[src/rtl/multi_debouncer_pkg.sv]
// Shared definitions for the input-conditioning blocks: counter width helper,
// button polarity constants and the per-channel filter state type.
package multi_debouncer_pkg;

   // Reset level for buttons that idle low (pressed = 1).
   localparam logic BTN_ACTIVE_HIGH = 1'b0;
   // Reset level for buttons that idle high (pressed = 0).
   localparam logic BTN_ACTIVE_LOW  = 1'b1;

   // Filter state of one channel: IDLE while the synchronised input agrees
   // with the filtered level, COUNTING while it disagrees.
   typedef enum logic {
      CH_IDLE     = 1'b0,
      CH_COUNTING = 1'b1
   } ch_state_t;

   // Ceiling log2; returns the bit count needed to hold values 0..value-1.
   function automatic int clog2(input int value);
      int r;
      for (r = 0; (1 << r) < value; r++) begin
      end
      return r;
   endfunction

endpackage

[src/rtl/debounce_channel.sv]
// One debounced bit: 2-flop synchroniser, stability counter, filtered level
// flop and registered one-cycle rise/fall pulses.
module debounce_channel
   import multi_debouncer_pkg::*;
#(
   parameter int   STABLE_CYCLES = 500000,
   parameter logic RESET_LEVEL   = BTN_ACTIVE_HIGH
) (
   input  logic i_clk,
   input  logic i_rst,
   input  logic i_raw,
   output logic o_filt,
   output logic o_rise,
   output logic o_fall
);

   localparam int CNT_W = clog2(STABLE_CYCLES + 1);
   // Counter value on the edge where the filtered level is allowed to follow.
   localparam logic [CNT_W-1:0] LAST_CNT = CNT_W'(STABLE_CYCLES - 1);

   logic             r_sync1;
   logic             r_sync2;
   logic             r_filt;
   logic             r_rise;
   logic             r_fall;
   logic [CNT_W-1:0] r_cnt;
   ch_state_t        w_state;

   // The state is implied by the comparison; only sync2 ever reaches the filter.
   assign w_state = (r_sync2 == r_filt) ? CH_IDLE : CH_COUNTING;

   // Synchronise, then require STABLE_CYCLES consecutive mismatches before following.
   always_ff @(posedge i_clk or posedge i_rst) begin
      if (i_rst) begin
         r_sync1 <= RESET_LEVEL;
         r_sync2 <= RESET_LEVEL;
         r_filt  <= RESET_LEVEL;
         r_cnt   <= '0;
         r_rise  <= 1'b0;
         r_fall  <= 1'b0;
      end else begin
         r_sync1 <= i_raw;
         r_sync2 <= r_sync1;
         r_rise  <= 1'b0;
         r_fall  <= 1'b0;
         case (w_state)
            CH_IDLE: begin
               // Any agreement, even for a single cycle, restarts qualification.
               r_cnt <= '0;
            end
            CH_COUNTING: begin
               if (r_cnt == LAST_CNT) begin
                  r_filt <= r_sync2;
                  r_cnt  <= '0;
                  r_rise <= r_sync2;
                  r_fall <= ~r_sync2;
               end else begin
                  r_cnt <= r_cnt + CNT_W'(1);
               end
            end
            default: begin
               r_cnt <= '0;
            end
         endcase
      end
   end

   assign o_filt = r_filt;
   assign o_rise = r_rise;
   assign o_fall = r_fall;

endmodule

[src/rtl/multi_debouncer.sv]
// N independent debounce channels with per-channel edge pulses and an
// any-change flag, so downstream FSMs need no edge detectors of their own.
module multi_debouncer
   import multi_debouncer_pkg::*;
#(
   parameter int   CHANNELS      = 4,
   parameter int   STABLE_CYCLES = 500000,
   parameter logic RESET_LEVEL   = BTN_ACTIVE_HIGH
) (
   input  logic                i_CLOCK_SOURCE,
   input  logic                i_RESET,
   input  logic [CHANNELS-1:0] i_NOISE_SIGNAL,
   output logic [CHANNELS-1:0] o_FILTER_SIGNAL,
   output logic [CHANNELS-1:0] o_RISE_PULSE,
   output logic [CHANNELS-1:0] o_FALL_PULSE,
   output logic                o_ANY_CHANGE
);

   logic [CHANNELS-1:0] w_edge;

   // One filter per input bit; channels share nothing but clock and reset.
   for (genvar g = 0; g < CHANNELS; g++) begin : g_ch
      debounce_channel #(
         .STABLE_CYCLES (STABLE_CYCLES),
         .RESET_LEVEL   (RESET_LEVEL)
      ) u_ch (
         .i_clk  (i_CLOCK_SOURCE),
         .i_rst  (i_RESET),
         .i_raw  (i_NOISE_SIGNAL[g]),
         .o_filt (o_FILTER_SIGNAL[g]),
         .o_rise (o_RISE_PULSE[g]),
         .o_fall (o_FALL_PULSE[g])
      );
   end

   // Pulses are already registered, so the OR stays off the raw input path.
   assign w_edge       = o_RISE_PULSE | o_FALL_PULSE;
   assign o_ANY_CHANGE = |w_edge;

endmodule

[config.mk]
export PLATFORM = sky130hd
export DESIGN_NAME = multi_debouncer
export DESIGN_NICKNAME = d
export VERILOG_FILES = /design/src/rtl/multi_debouncer_pkg.sv /design/src/rtl/debounce_channel.sv /design/src/rtl/multi_debouncer.sv
export SDC_FILE = /design/constraint.sdc
export NUM_CORES = 1
export LEC_CHECK = 0
export CAP_MARGIN = 0
export CORE_MARGIN = 2
export CORE_UTILIZATION = 45
export CTS_BUF_LIST = sky130_fd_sc_hd__clkbuf_8
export CTS_CLUSTER_DIAMETER = 80
export DETAILED_ROUTE_END_ITERATION = 10
export SYNTH_ARGS = -nofsm -noshare
export SYNTH_HDL_FRONTEND = slang
export SYNTH_SLANG_ARGS = --single-unit
[constraint.sdc]
create_clock -name i_CLOCK_SOURCE -period 7.64 [get_ports i_CLOCK_SOURCE]
set_input_delay 1.91 -clock i_CLOCK_SOURCE [delete_from_list [all_inputs] [get_ports i_CLOCK_SOURCE]]
set_output_delay 1.91 -clock i_CLOCK_SOURCE [all_outputs]
set_load 0.01 [all_outputs]
==> impl_metrics.py <==
metrics = {
    "die": {
        "chipWidth_um": 104.5,
        "initial_core_util": 0.4654,
        "floorplan.die.height_um": 104.5,
        "floorplan.io_pins": 19,
        "floorplan.rows": 36,
        "fp.coreArea_um2": 9774,
        "die_area_um2": 10930,
    },
    "synthesis": {
        "postSynthCellCount": 437,
        "ys_types": 43,
        "synthesis.nets": 447,
        "synth_warnings": 0,
        "synth.cell_area_um2": 4549,
        "avgSynthCellArea_um2": 10.41,
        "number_of_synthesized_flops_with_an_enable_pin": 0,
        "synth_sequential_area_ratio": 0.5281,
        "ys.flop_type": "sky130_fd_sc_hd__dfrtp_1",
        "synthArstFlopShare": 1.000,
        "post_synthesis_register_bit_count": 96,
    },
    "global_route": {
        "initial_antenna_violation_count": 0,
        "pin_count_of_the_biggest_net_entering_global_routing": 84,
        "grt_pass1_wl_um": 14310,
        "first_global_vias": 3061,
        "globalRouteOverflowTotal": 0,
        "grtUsageTotal": 0.1603,
    },
    "routing": {
        "antenna_left": 0,
        "first_iter_violations": 105,
        "postRouteWirelength_um": 8177,
        "detail_route.drc_violations": 0,
        "post_drt_wl_per_cell_um": 13.93,
        "detailroute.via_count": 3143,
        "vias_per_cell": 5.354,
        "drt_first_pass_iters": 4,
    },
    "setup_path": {
        "cp_data_required_time_ns": 5.73,
        "slowest_delay_ns": 0.53,
        "cp-start-kind": "flop",
        "criticalPathCategory": "flop to output pin",
        "worst_ep_arrival_time_ns": 1.91,
        "crit_path_top_delay_cell": "sky130_fd_sc_hd__nor4_1",
        "critical_path.max_fanout": 2,
        "critPathBufInv": 1,
        "worstSetupEndpointType": "output pin",
        "critical-path-top-delay-family": "simple AND/OR/NAND/NOR gates",
        "crit_chain": "nor4_1 > nand2_1 > clkdlybuf4s50_1",
    },
    "outcome": {
        "status": "finished clean",
    },
    "sta": {
        "totalNegativeSetupSlack_ns": 0,
        "period_needed_ns": 3.817,
        "max-slew-margin-rel": 0.2098,
        "fmaxAchievable_mhz": 262.0,
        "slew_violations": 0,
        "worst-slew-pin-transition_ns": 1.177,
        "finalSetupViolations": 0,
        "finClkSkew_ns": 0.01432,
        "post-route-worst-setup-slack_ns": 3.823,
        "final_min_period_over_clock_period": 0.4996,
        "rsz0062_at_grt": "no",
        "report.final.hold_viol_count": 0,
    },
    "cells_and_area": {
        "antenna_cells": 0,
        "seq_area_um2": 2402,
        "filler_cell_count": 906,
        "nets": 459,
        "layout_commonest_cell": "sky130_fd_sc_hd__dfrtp_1",
        "multi_input_area_um2": 1983,
        "flow.area_growth_from_synthesis_pct": 9.241,
        "post-route-cell-area_um2": 4970,
        "most_frequent_cells_in_the_layout": "sky130_fd_sc_hd__dfrtp_1 (96), sky130_fd_sc_hd__nor2_1 (57), sky130_fd_sc_hd__xnor2_1 (33)",
        "post_route_cells_drive_above_1_share": 0.07489,
    },
    "placed_design": {
        "finalWeightedCongestion": 0.7929,
        "postPlaceCellArea_um2": 4791,
        "io_buffer_count": 18,
        "dp_hpwl_um": 5657,
        "place_ws_ns": 4.059,
    },
    "cts": {
        "numCtsBuffers": 9,
        "clk_pin_slew_ns": 0.11,
        "clk-insertion-delay-late_ns": 0.37,
        "ctsLongestPathBuffers": 2,
        "cts_root_buffer": "sky130_fd_sc_hd__clkbuf_8",
        "post-cts-setup-buffer-count": 0,
        "post_cts_resized": 0,
        "post_cts_hold_buffer_count": 0,
        "cts-htree-levels": 3,
        "cts_sinks": 96,
        "cts_tree": "yes",
    },
    "power_and_ir_drop": {
        "peak_ir_drop_on_the_vdd_network_v": 0.00009024,
        "leakagePower_nw": 1.969,
        "powerDensity_nw_per_um2": 173.0,
        "p_total_uw": 859.7,
    },
    "min_path": {
        "min_path_type": "flop to flop",
    },
    "flow_run": {
        "number_of_max_capacitance_violations_reported": 0,
    },
}
synthesized netlist by cell type (2+ instances only):
cell type                  count  area (um^2)
sky130_fd_sc_hd__nor4_1       13        81.33
sky130_fd_sc_hd__nor3b_1      11        82.58
sky130_fd_sc_hd__o21ai_1       2        10.01
sky130_fd_sc_hd__buf_4        12        90.09
sky130_fd_sc_hd__and4_1        5        43.79
sky130_fd_sc_hd__nor4bb_1      3        30.03
sky130_fd_sc_hd__nor4b_1       2        17.52
sky130_fd_sc_hd__nand4_1      19        118.9
sky130_fd_sc_hd__nand3_1      24        120.1
sky130_fd_sc_hd__or4_1        10        75.07
sky130_fd_sc_hd__inv_1        11        41.29
sky130_fd_sc_hd__xnor2_1      33        289.0
sky130_fd_sc_hd__buf_2         5        25.02
sky130_fd_sc_hd__and3_1        8        50.05
sky130_fd_sc_hd__nor3_1        9        45.04
sky130_fd_sc_hd__mux2_2        3        33.78
sky130_fd_sc_hd__xor2_1       21        183.9
sky130_fd_sc_hd__nand2_1      21        78.83
sky130_fd_sc_hd__o31ai_1       8        60.06
sky130_fd_sc_hd__a21oi_1      18        90.09
sky130_fd_sc_hd__dfrtp_1      96         2402
sky130_fd_sc_hd__ha_1          4        50.05
sky130_fd_sc_hd__nor2_1       57        214.0
sky130_fd_sc_hd__and3_2        2        15.01
sky130_fd_sc_hd__and2_1        5        31.28
sky130_fd_sc_hd__or3_1        10        62.56
sky130_fd_sc_hd__o21ai_0       8        40.04
sky130_fd_sc_hd__clkbuf_1      2        7.510
state kept, by name, summed over array words and instances (netlist names):
signal	flops
g_ch.u_ch.o_fall	4
g_ch.u_ch.o_filt	4
g_ch.u_ch.o_rise	4
g_ch.u_ch.r_cnt	76
g_ch.u_ch.r_sync1	4
g_ch.u_ch.r_sync2	4
routing by layer:
layer / wire [um] / vias up / track usage
met3: 170 / 13 / 0.02183
li1: - / 1570 / -
met5: 0 / - / 0
met2: 3759 / 35 / 0.2451
met1: 4089 / 1525 / 0.2295
met4: 157 / 0 / 0.06757
logic make-up after synthesis:
| logic type | share of synthesized area |
|---|---|
| fa+ha+maj | 0.01100 |
| buf+inv | 0.03603 |
| mux | 0.01072 |
| xor+xnor | 0.1040 |
| compound gates | 0.05528 |
| flops | 0.5281 |
| simple gates | 0.2550 |
per-stage QoR:
step / hold slack (ns) / cells / utilization
floorplan: 0.3312 / 437 / -
global placement: 0.3404 / 571 / 0.4901
detailed placement: 0.3364 / 571 / 0.4901
CTS: 0.3640 / 587 / 0.5084
global route: 0.3730 / 587 / 0.5084
finish: 0.3593 / 587 / 0.5084
power breakdown:
| group | leakage, nW | switching [mW] | internal [mW] |
|---|---|---|---|
| combinational | 0.570 | 0.0205 | 0.00914 |
| sequential | 1.31 | 0.00676 | 0.515 |
| clock | 0.0862 | 0.187 | 0.121 |
final cells by class:
class	instances	share of cell area
sequential	96	0.4834
multi-input combinational	311	0.3990
timing repair buffer	20	0.03927
tap	133	0.03348
clock buffer	9	0.02492
clock inverter	7	0.01108
inverter	11	0.008812
path summary, 6_finish.rpt:
path                                                  from                          endpoint  cells past startpoint  slack (ns)
setup / recovery             g_ch[0].u_ch.o_rise$_DFF_PP0_                      o_ANY_CHANGE                      3        3.82
hold / removal              g_ch[0].u_ch.r_sync1$_DFF_PP0_    g_ch[0].u_ch.r_sync2$_DFF_PP0_                      0        0.36
setup reg to reg           g_ch[2].u_ch.r_cnt[0]$_DFF_PP0_   g_ch[2].u_ch.r_cnt[6]$_DFF_PP0_                      5        5.32
hold reg to reg             g_ch[0].u_ch.r_sync1$_DFF_PP0_    g_ch[0].u_ch.r_sync2$_DFF_PP0_                      0        0.36
max in group asynchronous                          i_RESET  g_ch[1].u_ch.r_cnt[12]$_DFF_PP0_                      3        4.56
min in group asynchronous                          i_RESET   g_ch[3].u_ch.r_cnt[9]$_DFF_PP0_                      2        1.80
No activity file was read; power rests on OpenSTA's default activity.
==> edit 1: new RTL, config.mk and constraints unchanged <==
Change the parameter `CHANNELS` from 4 to 2.
--- a/src/rtl/multi_debouncer.sv
+++ b/src/rtl/multi_debouncer.sv
@@ -3,7 +3,7 @@
 module multi_debouncer
    import multi_debouncer_pkg::*;
 #(
-   parameter int   CHANNELS      = 4,
+   parameter int   CHANNELS      = 2,
    parameter int   STABLE_CYCLES = 500000,
    parameter logic RESET_LEVEL   = BTN_ACTIVE_HIGH
 ) (
Ports: changed (resized i_NOISE_SIGNAL, o_FALL_PULSE, o_FILTER_SIGNAL and o_RISE_PULSE); port bits go from 19 to 11. No check against the original RTL was run, so the function may have changed too.
==> edit 1 against the unedited design <==
Final area is 49% lower. Sequential cell count decreased by 48. Largest cell class unchanged. Wire length down 52%. Global-route usage grew 0.35 points. Power is 49% lower. Count of clock-buffer cells in the layout shrank 2. Worst setup slack improved by 0.24 ns. Synthesized area is 49% lower.
==> edit 1: results (changes against the unedited design) <==
** Placed design
- The number of input and output port buffers inserted was 10 (was 18).
- Worst setup timing slack at the placement stage :: 4.37 ns (was 4.06 ns)
- The HPWL reported at the end of detailed placement is 2610 um (was 5660 um).
- The final weighted congestion of routability-driven global placement came to 0.813 (was 0.793).

** Timing
- The worst clock skew on the final layout was 0.00669 ns (was 0.0143 ns).
- The clock period minus final worst setup slack came to 3.58 ns (was 3.82 ns).

** Pwr
- The total sequential power came to 0.000262 W (was 0.000522 W).
- Worst voltage drop across the vdd grid :: 118 uV (was 90.2 uV)
- Flop pwr share :: 59.9% (was 60.7%)

** CTS
- The H-tree depth reported by CTS came to 2 (was 3).
- The clock-pin slew reported for the worst setup and hold paths after clock tree synthesis was 0.08 ns (was 0.11 ns).
- The clock latency on the worst-skew pair came to 0.30 ns (was 0.37 ns).

** Worst setup path
- The signal arrival time at the worst endpoint came to 1.67 ns (was 1.91 ns).
- Critical path's slowest cell :: sky130_fd_sc_hd__or4_1 (was sky130_fd_sc_hd__nor4_1)
- Setup slack on the worst flop-to-flop path :: 5.55 ns (was 5.32 ns)
- CP Launch Point :: g_ch[0].u_ch.o_fall (was g_ch[0].u_ch.o_rise)

** Layout
- Non-clock buffering overhead :: 4.26% (was 3.93%)
- Non-clock inverters :: 7 (was 11)
- Multi-input gates :: 158 (was 311)
- # clk buffers :: 7 (was 9)
- Share of cells above drive strength 1 :: 8.23% (was 7.49%)
- Count of filler cells inserted in the layout :: 493 (was 906)
- Max FFs per register :: 38 (was 76)
- The flip-flop and latch area came to 1200 um^2 (was 2400 um^2).

** Synth
- Post-synthesis sequential area ratio :: 52.2% (was 52.8%)
- List of most frequent post-synthesis cells :: sky130_fd_sc_hd__dfrtp_1, sky130_fd_sc_hd__nor2_1, sky130_fd_sc_hd__xnor2_1, sky130_fd_sc_hd__nand3_1, sky130_fd_sc_hd__nand4_1 (was sky130_fd_sc_hd__dfrtp_1, sky130_fd_sc_hd__nor2_1, sky130_fd_sc_hd__xnor2_1, sky130_fd_sc_hd__nand3_1)
- Leading post-synthesis cells by cell area :: sky130_fd_sc_hd__dfrtp_1, sky130_fd_sc_hd__xnor2_1, sky130_fd_sc_hd__nor2_1 (unchanged)
- The synthesized netlist net count was 229 (was 447).
- Library cells used by synthesis :: 35 (was 43)

** Global route
- Overall routing resource usage :: 16.4% (was 16.0%)
- First-pass GRT wire length :: 7010 um (was 14300 um)
- The number of global-route vias before repair is 1563 (was 3061).
- Pin count of the biggest net entering global routing :: 49 (was 84)

** Detailed routing
- The average vias per placed instance came to 5.23 (was 5.35).

** Outcome
- Result of the run :: finished clean (unchanged)
## edit 1: metal layers
metal  share of wire (%)  global-route usage [%]
met5                   0                       0
met4                 1.1                    6.82
met3                 2.4                    3.57
met2                  48                    26.8
met1                  49                    21.2
## edit 1: cell families (layout without fill, tap and decap cells)
kind of cell               Yosys count  in the layout  synth area share, %
AOI/OAI and AO/OA                   20             20                 5.43
DFF                                 48             48                 52.2
muxes                                2              2                0.978
buffers and inverters               17             25                 4.18
and+or+nand+nor                    107            107                 25.9
xor gates and xnor gates            27             27                 10.3
adders and majority gates            2              2                 1.09
## edit 1: metrics by stage
stage | hold WS [ns] | util [%] | cell area, um^2 | cells
final | 0.357 | 50.4 | 2520 | 301
after global routing | 0.371 | 50.4 | 2520 | 301
after CTS | 0.363 | 50.4 | 2520 | 301
after detailed placement | 0.343 | 48.5 | 2430 | 294
after global placement | 0.338 | 48.5 | 2430 | 294
after floorplan | 0.331 | - | 2300 | 223
==> edit 2: new RTL, same settings <==
Without the edit above. Register the input `i_NOISE_SIGNAL` before use, without a reset. The logic sees it one clock later.
--- a/src/rtl/multi_debouncer.sv
+++ b/src/rtl/multi_debouncer.sv
@@ -16,6 +16,12 @@
    output logic                o_ANY_CHANGE
 );
 
+   logic [CHANNELS-1:0] i_NOISE_SIGNAL_q;
+
+   always_ff @(posedge i_CLOCK_SOURCE) begin
+       i_NOISE_SIGNAL_q <= i_NOISE_SIGNAL;
+   end
+
    logic [CHANNELS-1:0] w_edge;
 
    // One filter per input bit; channels share nothing but clock and reset.
@@ -26,7 +32,7 @@
       ) u_ch (
          .i_clk  (i_CLOCK_SOURCE),
          .i_rst  (i_RESET),
-         .i_raw  (i_NOISE_SIGNAL[g]),
+         .i_raw  (i_NOISE_SIGNAL_q[g]),
          .o_filt (o_FILTER_SIGNAL[g]),
          .o_rise (o_RISE_PULSE[g]),
          .o_fall (o_FALL_PULSE[g])
Formal check against the unedited RTL: same outputs for any inputs over 10 cycles, from zero or initial values and one cycle with i_RESET high; that may be too few to reach the edited logic, so the function may still have changed.
==> edit 2 against the unedited design <==
Final area grew 1.6%. Global-route usage grew 0.40 points. Critical path type unchanged. Critical path depth is the same. Non-clock buffer count shrank 1. Maximum frequency shrank 1.3%. Synthesized area grew 1.8%. Worst setup slack lost 0.049 ns. Power grew 4.1%. Wire length shrank 0.23%. Critical endpoint unchanged. Largest power group unchanged. Cell count grew 0.85%. Sequential cell count grew 4.
==> edit 2: results (changes against the unedited design) <==
** Detailed routing
- Average routed wire per standard cell :: 13.8 um (was 13.9 um)
- Met3 WL post-DR :: 208 um (was 170 um)
- Count of routing violations after the opening detailed-route iteration :: 105 (unchanged)
- The detailed route wirelength on metal2 was 3700 um (was 3760 um).
- M1 wire length :: 4140 um (was 4090 um)
- The average vias per placed instance came to 5.39 (was 5.35).

** Pwr
- Flop pwr share :: 60.8% (was 60.7%)
- Worst voltage drop across the vdd grid :: 111 uV (was 90.2 uV)
- Net switching fraction of the power :: 21.7% (was 24.9%)
- Leakage power :: 2.02 nW (was 1.97 nW)

** Worst setup path
- The end of the worst register-to-register path is g_ch[0].u_ch.r_cnt[12] (was g_ch[2].u_ch.r_cnt[6]).
- Worst endpoint data arrival time :: 1.96 ns (was 1.91 ns)
- Cells on worst reg2reg path :: 4 (was 5)
- Setup slack on the worst flop-to-flop path :: 5.30 ns (was 5.32 ns)

** Synth
- The synthesized-area fraction occupied by ao, oa, aoi and oai cells was 5.43% (was 5.53%).
- Syn_nets :: 451 (was 447)
- The synthesized-area fraction occupied by adder cells came to 1.08% (was 1.10%).
- The fraction of synthesized area in multiplexers came to 1.05% (was 1.07%).
- Post-synthesis sequential area ratio :: 53.6% (was 52.8%)
- Leading post-synthesis cells by cell area :: sky130_fd_sc_hd__dfrtp_1, sky130_fd_sc_hd__xnor2_1, sky130_fd_sc_hd__nor2_1 (unchanged)
- The count of different cell masters after synthesis is 44 (was 43).
- Post-synthesis async set-or-reset flop share :: 96.0% (was 100%)

** Global route
- Met2 routing resource usage after global routing :: 25.5% (was 24.5%)
- Overall routing resource usage :: 16.4% (was 16.0%)
- The number of global-route vias before repair was 3114 (was 3061).
- First-pass GRT wire length :: 14700 um (was 14300 um)
- The global-route track usage on met1 was 22.5% (was 23.0%).
- Global-route track usage on met3 :: 4.33% (was 2.18%)
- Pin count of the biggest net entering global routing :: 69 (was 84)

** Layout
- The final-layout fill cell count was 915 (was 906).
- Share of cells above drive strength 1 :: 6.36% (was 7.49%)

** Timing
- The clock period minus final worst setup slack is 3.87 ns (was 3.82 ns).
- Slew at the pin with the worst max-slew slack :: 1.22 ns (was 1.18 ns)
- The worst clock skew on the final layout came to 0.00617 ns (was 0.0143 ns).

** Placed design
- HPWL Detailed :: 5510 um (was 5660 um)
- The worst setup slack after placement is 4.14 ns (was 4.06 ns).
- Global placement routability congestion :: 0.786 (was 0.793)

** Hold path
- The worst hold endpoint is g_ch[2].u_ch.r_sync1 (was g_ch[0].u_ch.r_sync2).
- The startpoint of the worst hold path is i_NOISE_SIGNAL_q[2] (was g_ch[0].u_ch.r_sync1).

** CTS
- The count of instances resized after the clock tree is built came to 0 (unchanged).
- The clock-pin slew reported for the worst setup and hold paths after clock tree synthesis came to 0.09 ns (was 0.11 ns).

** Outcome
- Result of the run: finished clean (unchanged).
-- edit 2: cell types whose count changed after synthesis, sizes merged --
cell and delta:
dfxtp +4
-- edit 2: final cells by class --
class                           instances  share of cell area (%)
Sequential cell                       100                    49.1
Multi-Input combinational cell        311                    39.3
Timing Repair Buffer                   19                    3.72
Tap cell                              136                    3.37
Clock buffer                           10                    2.72
Clock inverter                          5                   0.917
Inverter                               11                   0.867
-- edit 2: metrics by stage --
stage | std cells | area [um^2] | utilization, % | hold WS, ns | power (W)
after floorplan | 441 | 4630 | - | 0.316 | 0.000574
after global placement | 577 | 4870 | 48.0 | 0.317 | 0.000585
after detailed placement | 577 | 4870 | 48.0 | 0.320 | 0.000585
after CTS | 592 | 5050 | 49.8 | 0.333 | 0.000912
after global routing | 592 | 5050 | 49.8 | 0.337 | 0.000940
final | 592 | 5050 | 49.8 | 0.330 | 0.000895
-- edit 2: how the worst max path moves through the flow --
stage | from | endpoint | cells past startpoint
after floorplan | i_RESET | g_ch[0].u_ch.o_fall | 1
after global placement | i_RESET | g_ch[2].u_ch.r_cnt[11] | 3
after detailed placement | i_RESET | g_ch[2].u_ch.r_cnt[13] | 3
after CTS | g_ch[2].u_ch.o_fall | o_ANY_CHANGE | 3
after global routing | g_ch[2].u_ch.o_fall | o_ANY_CHANGE | 3
final | g_ch[2].u_ch.o_fall | o_ANY_CHANGE | 3
-- edit 2: critical path, stage by stage (launching register included) --
cell                              delay [ns]
sky130_fd_sc_hd__dfrtp_1                0.38
sky130_fd_sc_hd__nor4_1                 0.61
sky130_fd_sc_hd__nand2_1                0.10
sky130_fd_sc_hd__clkdlybuf4s50_1        0.51
